<file path="config.mk">
export PLATFORM = sky130hd
export DESIGN_NAME = seg7_scan_ctrl_flat
export DESIGN_NICKNAME = d
export VERILOG_FILES = /design/src/rtl/seg7_scan_ctrl_pkg.sv /design/src/rtl/seg7_scan_ctrl_if.sv /design/src/rtl/seg7_scan_ctrl_decode.sv /design/src/rtl/seg7_scan_ctrl.sv /design/src/flat_wrapper.sv
export SDC_FILE = /design/constraint.sdc
export NUM_CORES = 1
export LEC_CHECK = 0
export BUFFER_PORTS_ARGS = -buffer_cell sky130_fd_sc_hd__buf_2
export CAP_MARGIN = 20
export CORE_ASPECT_RATIO = 0.7
export CORE_UTILIZATION = 58
export DETAILED_ROUTE_END_ITERATION = 16
export GPL_ROUTABILITY_DRIVEN = 0
export PLACE_DENSITY = 0.89
export SYNTH_ARGS = -nofsm -noshare
export SYNTH_HDL_FRONTEND = slang
export SYNTH_SLANG_ARGS = --single-unit
</file>
<file path="constraint.sdc">
create_clock -name clk -period 2.9 [get_ports clk]
set_input_delay 0.58 -clock clk [delete_from_list [all_inputs] [get_ports clk]]
set_output_delay 0.58 -clock clk [all_outputs]
set_load 0.02 [all_outputs]
</file>
<file path="src/rtl/seg7_scan_ctrl_pkg.sv">
// Shared constants and types for the multiplexed 7-segment scanner.
// Segment codes are active-low and ordered {dp,g,f,e,d,c,b,a}.
package seg7_pkg;

    localparam int NIB_W = 4;

    typedef logic [NIB_W-1:0] nibble_t;
    typedef logic [7:0]       segcode_t;

    localparam segcode_t SEG_OFF = 8'hFF;

    localparam segcode_t SEG_TABLE [16] = '{
        8'hC0, 8'hF9, 8'hA4, 8'hB0, 8'h99, 8'h92, 8'h82, 8'hF8,
        8'h80, 8'h90, 8'h88, 8'h83, 8'hC6, 8'hA1, 8'h86, 8'h8E
    };

endpackage

</file>
<file path="src/rtl/seg7_scan_ctrl_if.sv">
// Bus-side bundle of the scanner: display data/control in, pin drives out.
interface seg7_scan_ctrl_if
    import seg7_pkg::*;
#(
    parameter int N_DIGITS = 8
);
    logic [NIB_W*N_DIGITS-1:0] i_data;
    logic [N_DIGITS-1:0]       i_dp;
    logic [N_DIGITS-1:0]       i_blank;
    logic [N_DIGITS-1:0]       i_blink;
    logic                      i_lz_en;
    logic [3:0]                i_bright;
    logic                      i_load;
    logic [7:0]                o_seg;
    logic [N_DIGITS-1:0]       o_sel;
    logic                      o_frame;

    modport master (
        output i_data, i_dp, i_blank, i_blink, i_lz_en, i_bright, i_load,
        input  o_seg, o_sel, o_frame
    );

    modport slave (
        input  i_data, i_dp, i_blank, i_blink, i_lz_en, i_bright, i_load,
        output o_seg, o_sel, o_frame
    );

endinterface

</file>
<file path="src/rtl/seg7_scan_ctrl_decode.sv">
// Nibble to active-low segment code, with decimal point and forced-dark override.
module seg7_hex_decode
    import seg7_pkg::*;
(
    input  nibble_t  nibble_i,
    input  logic     dp_i,
    input  logic     dark_i,
    output segcode_t seg_o
);

    always_comb begin
        seg_o = SEG_TABLE[nibble_i];
        if (dp_i) begin
            seg_o[7] = 1'b0;
        end
        if (dark_i) begin
            seg_o = SEG_OFF;
        end
    end

endmodule

</file>
<file path="src/rtl/seg7_scan_ctrl.sv">
// Multiplexed 7-segment scanner: frame-synchronous shadow loading, blink,
// leading-zero suppression and 16-level brightness gating of the digit select.
module seg7_scan_ctrl
    import seg7_pkg::*;
#(
    parameter int N_DIGITS   = 8,
    parameter int DIV_W      = 15,
    parameter int BLINK_LOG2 = 6,
    parameter bit ACTIVE_LOW = 1'b1
)(
    input  logic              clk,
    input  logic              rstn,
    seg7_scan_ctrl_if.slave   bus
);

    localparam int IDX_W  = $clog2(N_DIGITS);
    localparam int DATA_W = NIB_W * N_DIGITS;

    localparam logic [7:0]          SEG_IDLE = ACTIVE_LOW ? 8'hFF : 8'h00;
    localparam logic [N_DIGITS-1:0] SEL_IDLE = ACTIVE_LOW ? {N_DIGITS{1'b1}} : {N_DIGITS{1'b0}};

    logic [DIV_W-1:0]      prescale_q;
    logic [IDX_W-1:0]      idx_q;
    logic [BLINK_LOG2:0]   blink_q;
    logic                  frame_q;
    logic [7:0]            seg_q;
    logic [N_DIGITS-1:0]   sel_q;

    logic [DATA_W-1:0]     pendData_q, dispData_q;
    logic [N_DIGITS-1:0]   pendDp_q, pendBlank_q, pendBlink_q;
    logic [N_DIGITS-1:0]   dispDp_q, dispBlank_q, dispBlink_q;

    logic                  tick, frameEnd, brightOk, dark, lzRun;
    logic [N_DIGITS-1:0]   lzMask, selOneHot, selVec;
    nibble_t               curNib;
    segcode_t              decCode;

    assign tick      = &prescale_q;
    assign frameEnd  = tick && (idx_q == IDX_W'(N_DIGITS - 1));
    assign brightOk  = prescale_q[DIV_W-1 -: 4] <= bus.i_bright;
    assign selOneHot = {{(N_DIGITS-1){1'b0}}, 1'b1} << idx_q;
    assign selVec    = brightOk ? selOneHot : '0;
    assign curNib    = dispData_q[int'(idx_q) * NIB_W +: NIB_W];

    // A digit is suppressed while it and every more significant nibble are zero;
    // digit 0 is never in the mask so a zero value still shows one "0".
    always_comb begin
        lzRun  = bus.i_lz_en;
        lzMask = '0;
        for (int k = N_DIGITS - 1; k >= 1; k--) begin
            lzRun     = lzRun && (dispData_q[k*NIB_W +: NIB_W] == '0);
            lzMask[k] = lzRun;
        end
    end

    assign dark = dispBlank_q[idx_q]
                | (dispBlink_q[idx_q] & blink_q[BLINK_LOG2])
                | lzMask[idx_q];

    seg7_hex_decode uDecode (
        .nibble_i (curNib),
        .dp_i     (dispDp_q[idx_q]),
        .dark_i   (dark),
        .seg_o    (decCode)
    );

    always_ff @(posedge clk or negedge rstn) begin
        if (!rstn) begin
            prescale_q  <= '0;
            idx_q       <= '0;
            blink_q     <= '0;
            frame_q     <= 1'b0;
            seg_q       <= SEG_IDLE;
            sel_q       <= SEL_IDLE;
            pendData_q  <= '0;
            pendDp_q    <= '0;
            pendBlank_q <= '0;
            pendBlink_q <= '0;
            dispData_q  <= '0;
            dispDp_q    <= '0;
            dispBlank_q <= '0;
            dispBlink_q <= '0;
        end else begin
            prescale_q <= prescale_q + 1'b1;
            if (tick) begin
                idx_q <= frameEnd ? '0 : idx_q + IDX_W'(1);
            end
            frame_q <= frameEnd;
            if (bus.i_load) begin
                pendData_q  <= bus.i_data;
                pendDp_q    <= bus.i_dp;
                pendBlank_q <= bus.i_blank;
                pendBlink_q <= bus.i_blink;
            end
            // A load landing on the boundary bypasses the pending copy.
            if (frameEnd) begin
                blink_q     <= blink_q + 1'b1;
                dispData_q  <= bus.i_load ? bus.i_data  : pendData_q;
                dispDp_q    <= bus.i_load ? bus.i_dp    : pendDp_q;
                dispBlank_q <= bus.i_load ? bus.i_blank : pendBlank_q;
                dispBlink_q <= bus.i_load ? bus.i_blink : pendBlink_q;
            end
            seg_q <= ACTIVE_LOW ? decCode : ~decCode;
            sel_q <= ACTIVE_LOW ? ~selVec : selVec;
        end
    end

    assign bus.o_seg   = seg_q;
    assign bus.o_sel   = sel_q;
    assign bus.o_frame = frame_q;

endmodule

</file>
<file path="src/flat_wrapper.sv">
// flat-port wrapper written by rule: the top's interface ports become plain ports
module seg7_scan_ctrl_flat import seg7_pkg::*;
#(
    parameter int N_DIGITS   = 8,
    parameter int DIV_W      = 15,
    parameter int BLINK_LOG2 = 6,
    parameter bit ACTIVE_LOW = 1'b1
)
  (clk, rstn, bus_i_data, bus_i_dp, bus_i_blank, bus_i_blink, bus_i_lz_en, bus_i_bright, bus_i_load, bus_o_seg, bus_o_sel, bus_o_frame);
  seg7_scan_ctrl_if #(.N_DIGITS(N_DIGITS)) bus_i ();
  input  logic clk;
  input  logic rstn;
  input wire logic [$bits(bus_i.i_data)-1:0] bus_i_data;
  input wire logic [$bits(bus_i.i_dp)-1:0] bus_i_dp;
  input wire logic [$bits(bus_i.i_blank)-1:0] bus_i_blank;
  input wire logic [$bits(bus_i.i_blink)-1:0] bus_i_blink;
  input wire logic [$bits(bus_i.i_lz_en)-1:0] bus_i_lz_en;
  input wire logic [$bits(bus_i.i_bright)-1:0] bus_i_bright;
  input wire logic [$bits(bus_i.i_load)-1:0] bus_i_load;
  output wire logic [$bits(bus_i.o_seg)-1:0] bus_o_seg;
  output wire logic [$bits(bus_i.o_sel)-1:0] bus_o_sel;
  output wire logic [$bits(bus_i.o_frame)-1:0] bus_o_frame;
  assign bus_i.i_data = bus_i_data;
  assign bus_i.i_dp = bus_i_dp;
  assign bus_i.i_blank = bus_i_blank;
  assign bus_i.i_blink = bus_i_blink;
  assign bus_i.i_lz_en = bus_i_lz_en;
  assign bus_i.i_bright = bus_i_bright;
  assign bus_i.i_load = bus_i_load;
  assign bus_o_seg = bus_i.o_seg;
  assign bus_o_sel = bus_i.o_sel;
  assign bus_o_frame = bus_i.o_frame;
  seg7_scan_ctrl #(.N_DIGITS(N_DIGITS), .DIV_W(DIV_W), .BLINK_LOG2(BLINK_LOG2), .ACTIVE_LOW(ACTIVE_LOW)) u_core (.clk(clk), .rstn(rstn), .bus(bus_i));
endmodule
</file>
== Word level (Yosys, flattened, before mapping) ==
Memories as Yosys holds them, arrays and structs flattened.
Index checks and enable logic that the tools add are counted.

* Output and inout bits: 17
* ROM bits: 128
* Register bits after elaboration: 154
* Input bits: 64
* Memories: 1

* Magnitude comparators: 3
* Equality and inequality tests: 1
* Shifts and indexed selects: 2
* Multiplexer cells: 18
* Bitwise operators: 5
* Reductions and logical operators: 16
* $add $sub $neg: 3

{| class="wikitable"
|+ Memories
! memory !! words !! bits a word !! rd ports !! clocked after memory_dff !! wr ports !! line !! source
|-
| (name not given) || 16 || 8 || 1 || 0 || 0 || seg7_scan_ctrl_decode.sv:12 || <nowiki>seg_o = SEG_TABLE[nibble_i];</nowiki>
|}

{| class="wikitable"
|+ Operators by type and width
! operator !! number
|-
| two-way mux 8 bit || 7
|-
| two-way mux 32 bit || 1
|-
| indexed part select 32 x 6 -> 4 bit || 1
|-
| zero test 4 bit || 7
|-
| adder 15 x 1 -> 15 bit (second input constant) || 1
|-
| AND reduction 15 bit || 1
|-
| binary-select mux 1 bit (select 3 bit) || 4
|-
| logical AND 1 bit || 8
|-
| NOT 8 bit || 1
|-
| << shifter 1 x 3 -> 8 bit (first input constant) || 1
|-
| adder 7 x 1 -> 7 bit (second input constant) || 1
|-
| greater-or-equal comparator 5 bit (second input constant) || 1
|-
| two-way mux 1 bit || 5
|-
| NOT 4 -> 5 bit || 1
|-
| <= comparator 4 bit || 1
|-
| less-than comparator 3 x 4 -> 1 bit (second input constant) || 1
|-
| adder 3 x 1 -> 3 bit (second input constant) || 1
|-
| == test 3 bit (second input constant) || 1
|-
| two-way mux 3 bit || 1
|-
| OR 1 bit || 2
|-
| AND 1 bit || 1
|}

== Logic depth before layout (Yosys ltp) ==
* Word-level depth: 12
* Depth in mapped cells: 10

== Cells and area by module ==
A second synthesis with hierarchy kept.

* Cells, all modules: 458
* Area total of the unflattened synthesis: 6666.4 µm²

{| class="wikitable"
|+ Modules (own cells, without submodules)
! module !! area an instance (µm²) !! instances !! cells each
|-
| seg7_scan_ctrl || 6372.4 || 1 || 422
|-
| seg7_hex_decode || 294.0 || 1 || 36
|}

== Worst setup path after synthesis ==
Ideal clock, no wire load.

* Path kind: register to register
* Start point: reg u_core.idx_q[1]
* End point: reg u_core.seg_q[1], in the netlist u_core.bus.o_seg[1]
* Slack: 0.570 ns
* Arrival time: 2.232 ns
* Path buffers: 2
* Cell stages (with the launch flop): 11
* Clock period less this slack: 2.330 ns
* Path through: dfrtp_1 -> clkbuf_1 -> buf_2 -> mux4_2 -> or2_2 -> and3_1 -> inv_1 -> ha_1 -> a21oi_1 -> a211o_1 -> o211ai_1

* Word-level cells in the longest chain between the ends: 6

{| class="wikitable"
|+ RTL lines
! item !! line !! source
|-
| start: declaration || seg7_scan_ctrl.sv:23 || <nowiki>logic [IDX_W-1:0] idx_q;</nowiki>
|-
| start signal: assignment || seg7_scan_ctrl.sv:86 || <nowiki>idx_q <= frameEnd ? '0 : idx_q + IDX_W'(1);</nowiki>
|-
| indexed part select 32 x 6 -> 4 bit or binary-select mux 1 bit (select 3 bit) (tied branches) || seg7_scan_ctrl.sv:43, seg7_scan_ctrl.sv:57 ||
|-
| NOT 4 -> 5 bit (not written as such) or two-way mux 1 bit (tied branches) || seg7_scan_ctrl_decode.sv:12, seg7_scan_ctrl.sv:57 ||
|-
| memory read (16 x 8 bit) or AND 1 bit (tied branches) || - ||
|-
| two-way mux 8 bit (not written as such) or OR 1 bit (tied branches) || seg7_scan_ctrl_decode.sv:12, seg7_scan_ctrl.sv:57 ||
|-
| two-way mux 8 bit (not written as such) or OR 1 bit (tied branches) || seg7_scan_ctrl_decode.sv:12, seg7_scan_ctrl.sv:58 ||
|-
| two-way mux 8 bit (*) || seg7_scan_ctrl_decode.sv:16 || <nowiki>if (dark_i) begin</nowiki>
|-
| named net u_core.decCode[1] || seg7_scan_ctrl.sv:36 || <nowiki>segcode_t decCode;</nowiki>
|-
| end signal: assignment || seg7_scan_ctrl.sv:103 || <nowiki>seg_q <= ACTIVE_LOW ? decCode : ~decCode;</nowiki>
|-
| end: declaration || seg7_scan_ctrl.sv:26 || <nowiki>logic [7:0] seg_q;</nowiki>
|}

The timed path passes the listed nets; every way through them passes the cells marked *. The select of a mux whose other input is x is not followed.
A chain may end at the register's enable or synchronous reset.

== Worst setup path after layout ==
* Start point: reg u_core.idx_q[1]
* End point: reg u_core.dispBlank_q[3]

* Word-level cells in the longest chain between the ends: 2

{| class="wikitable"
|+ RTL lines
! item !! line !! source
|-
| == test 3 bit || seg7_scan_ctrl.sv:39 || <nowiki>assign frameEnd = tick && (idx_q == IDX_W'(N_DIGITS - 1));</nowiki>
|-
| logical AND 1 bit || seg7_scan_ctrl.sv:39 ||
|-
| end signal: assignment || seg7_scan_ctrl.sv:100 || <nowiki>dispBlank_q <= bus.i_load ? bus.i_blank : pendBlank_q;</nowiki>
|-
| end: declaration || seg7_scan_ctrl.sv:31 || <nowiki>logic [N_DIGITS-1:0] dispDp_q, dispBlank_q, dispBlink_q;</nowiki>
|}

No other way between the ends.

==> key figures <==
Outcome
  • Status: completed

Die
  • FP Rows: 32
  • Die height: 92.6 µm
  • I/O pins: 81
  • Die ar.: 12200 µm²
  • Starting Density: 60.6%
  • Die Wd: 131 µm
  • Core area: 11200 µm²

Yosys
  • Syn avg cell area: 14.2 µm²
  • Post-synth top flop: dfrtp_1
  • EDFF count, synth: 0
  • Top cell type's share of synthesized area: 50.8%
  • Top cells by area, synth: dfrtp_1 51%, mux2_2 19%, dfstp_2 6.2%
  • Syn nets: 559
  • Yosys reg bits: 154
  • Synth warn: 0
  • Synth unique cells: 49
  • Cell taking the most area after synthesis: dfrtp_1
  • Post-Syn Area: 6800 µm²
  • Seq/Total Area, Yosys: 57.0%
  • Async S/R FF share, synth: 100%
  • Synth Instances: 477

Global routing
  • Gr usage total: 24.7%
  • Vias in the first global route: 4395
  • Total gr overflow: 0
  • Initial antenna violation count: 0
  • Largest net degree at the start of global routing: 67
  • First-pass GRT wire length: 22500 µm

Timing
  • RSZ-0062 raised after global routing: no
  • Fin. max-slew vios: 0
  • Final count of hold timing violations: 0
  • Clock Skews: 0.00655 ns
  • Worst Tran Pin Value: 0.630 ns
  • Final hold slack: 0.0810 ns
  • Final period utilization: 86.0%
  • Fmax: 0.401 GHz
  • Fin crit period: 2.49 ns
  • # setup viols final: 0
  • Worst relative slew slack: 58.0%
  • TNS Setup: 0 ns

Route
  • WL final: 13700 µm
  • Post-DR wirelength/cell: 18.8 µm
  • DRC Markers: 0
  • Iter 0 DRT Violations: 291
  • Routed via count: 4239
  • Post-route ant nets: 0
  • Pre-antenna DRT Iters: 5
  • Vias per cell: 5.81

Clock network
  • Num CTS Buffers: 17
  • TritonCTS clock tree: built
  • CTS H-Tree Depth: 4
  • CTS Buffer Depth: 2
  • Num Clock Sinks: 154
  • CTS resizes: 0
  • Clock latency on the worst-skew pair: 0.42 ns
  • Clk root buf: clkbuf_16
  • Post-CTS Setup Bufs: 0
  • Clk pin slew, worst setup/hold paths: 0.06 ns
  • Hold Buf Count CTS: 0

Critical path
  • Crit path max fanout: 34
  • Critical path class: reg2reg
  • Crit path DAT: 2.79 ns
  • Crit start category: register
  • Critical R2R Launch: u_core.idx_q[1]
  • Flop-to-flop setup slack: 0.41 ns
  • R2r worst-path depth: 6
  • Endpoint of the worst register-to-register path: u_core.dispBlank_q[3]
  • Required time worst endpoint: 3.20 ns
  • Critical Path Sink Type: register

Layout
  • Nets: 646
  • Most frequent cells in the layout: 138 x dfrtp_1, 115 x mux2_2, 79 x buf_2
  • Area delta synth->final: 16.4%
  • FILL cells: 744
  • Diode count: 0
  • Fraction of layout cells with a size suffix above 1: 47.0%
  • Most common cell after layout, fill and taps aside: dfrtp_1

Power
  • Overall Power: 4.63 mW
  • Peak VDD IR: 0.000410 V
  • Lkg Pwr: 3.71 nW
  • Power per cell area: 586 nW/µm²

Worst hold path
  • Worst hold path type: in2async

Placement
  • Dpl hpwl: 9410 µm
  • Port Buffer Count: 80

Flow run
  • # Max-Cap Violations: 0
-- power by group --
part           internal, mW  switching, mW
Clock                  1.27          0.878
Sequential             2.23         0.0212
Combinational         0.113          0.125
Total                  3.61           1.02
-- worst max-delay path, cell delays in order, from the launching register on --
cell and delay, ns:
dfrtp_1 0.65, ha_1 0.28, ha_1 0.23, and2_1 0.16, and4_2 0.25, buf_4 0.39
mux2_2 0.41
-- layout make-up --
| cell class | count | area (µm²) | area share (%) |
|---|---|---|---|
| sequential | 154 | 3870 | 49.0 |
| clock buffer | 18 | 429 | 5.43 |
| multi-input combinational | 291 | 2730 | 34.5 |
| tap | 153 | 191 | 2.42 |
| timing repair buffer | 89 | 499 | 6.31 |
| inverter | 11 | 41.3 | 0.522 |
| clock inverter | 14 | 148 | 1.87 |
-- registers in the layout (all words and copies together), names as in the netlist, 8 cells and up --
register            flops
u_core.bus.o_seg        8
u_core.bus.o_sel        8
u_core.dispBlank_q      8
u_core.dispBlink_q      8
u_core.dispData_q      32
u_core.dispDp_q         8
u_core.pendBlank_q      8
u_core.pendBlink_q      8
u_core.pendData_q      32
u_core.pendDp_q         8
u_core.prescale_q      15
-- through the flow --
step	setup WS [ns]	cells	utilization, %	instance area (µm²)
global route	0.312	730	70.5	7910
floorplan	0.570	477	-	6800
CTS	0.444	730	70.5	7910
finish	0.407	730	70.5	7910
global placement	0.630	698	65.4	7330
detailed placement	0.463	698	65.4	7330
-- cell families (layout without fill, tap and decap cells) --
logic type                 Yosys count  count (layout)  share of synthesized area, %
muxes                              129             129                          22.9
xor gates and xnor gates            19              19                          2.45
DFF                                154             154                          57.0
buffers and inverters               32             132                          2.91
adders and majority gates           18              18                          3.31
AOI/OAI and AO/OA                   44              44                          5.17
and+or+nand+nor                     81              81                          6.30
-- worst max-delay path by stage --
| stage | depth (start not counted) | start | endpoint |
|---|---|---|---|
| after detailed placement | 6 | u_core.idx_q[1] | u_core.dispBlink_q[3] |
| final | 6 | u_core.idx_q[1] | u_core.dispBlank_q[3] |
| after global placement | 6 | u_core.idx_q[1] | u_core.dispData_q[3] |
| after floorplan | 10 | u_core.idx_q[1] | u_core.bus.o_seg[1] |
| after global routing | 6 | u_core.idx_q[1] | u_core.dispBlank_q[3] |
| after CTS | 6 | u_core.idx_q[1] | u_core.dispBlank_q[3] |
-- metal layers --
layer  GRT usage [%]  vias up  wire (µm)
met5               0        -          0
met4            11.9        0        302
met3            5.47       29        915
met2            39.0      179       6510
met1            32.9     2127       6020
li1                -     1904          -
-- synthesized netlist by cell type, types with 6 or more instances --
library cell	n
ha_1	18
nor2_1	8
clkbuf_1	6
a211oi_1	6
and3_1	7
nor4_1	6
dfstp_2	16
nor3_1	6
buf_6	9
dfrtp_1	138
a21oi_1	6
nand3_1	17
mux4_2	8
inv_1	11
nand2_1	18
xnor2_1	15
mux2_2	115
nand4_1	7
No activity file was read; power rests on OpenSTA's default activity.
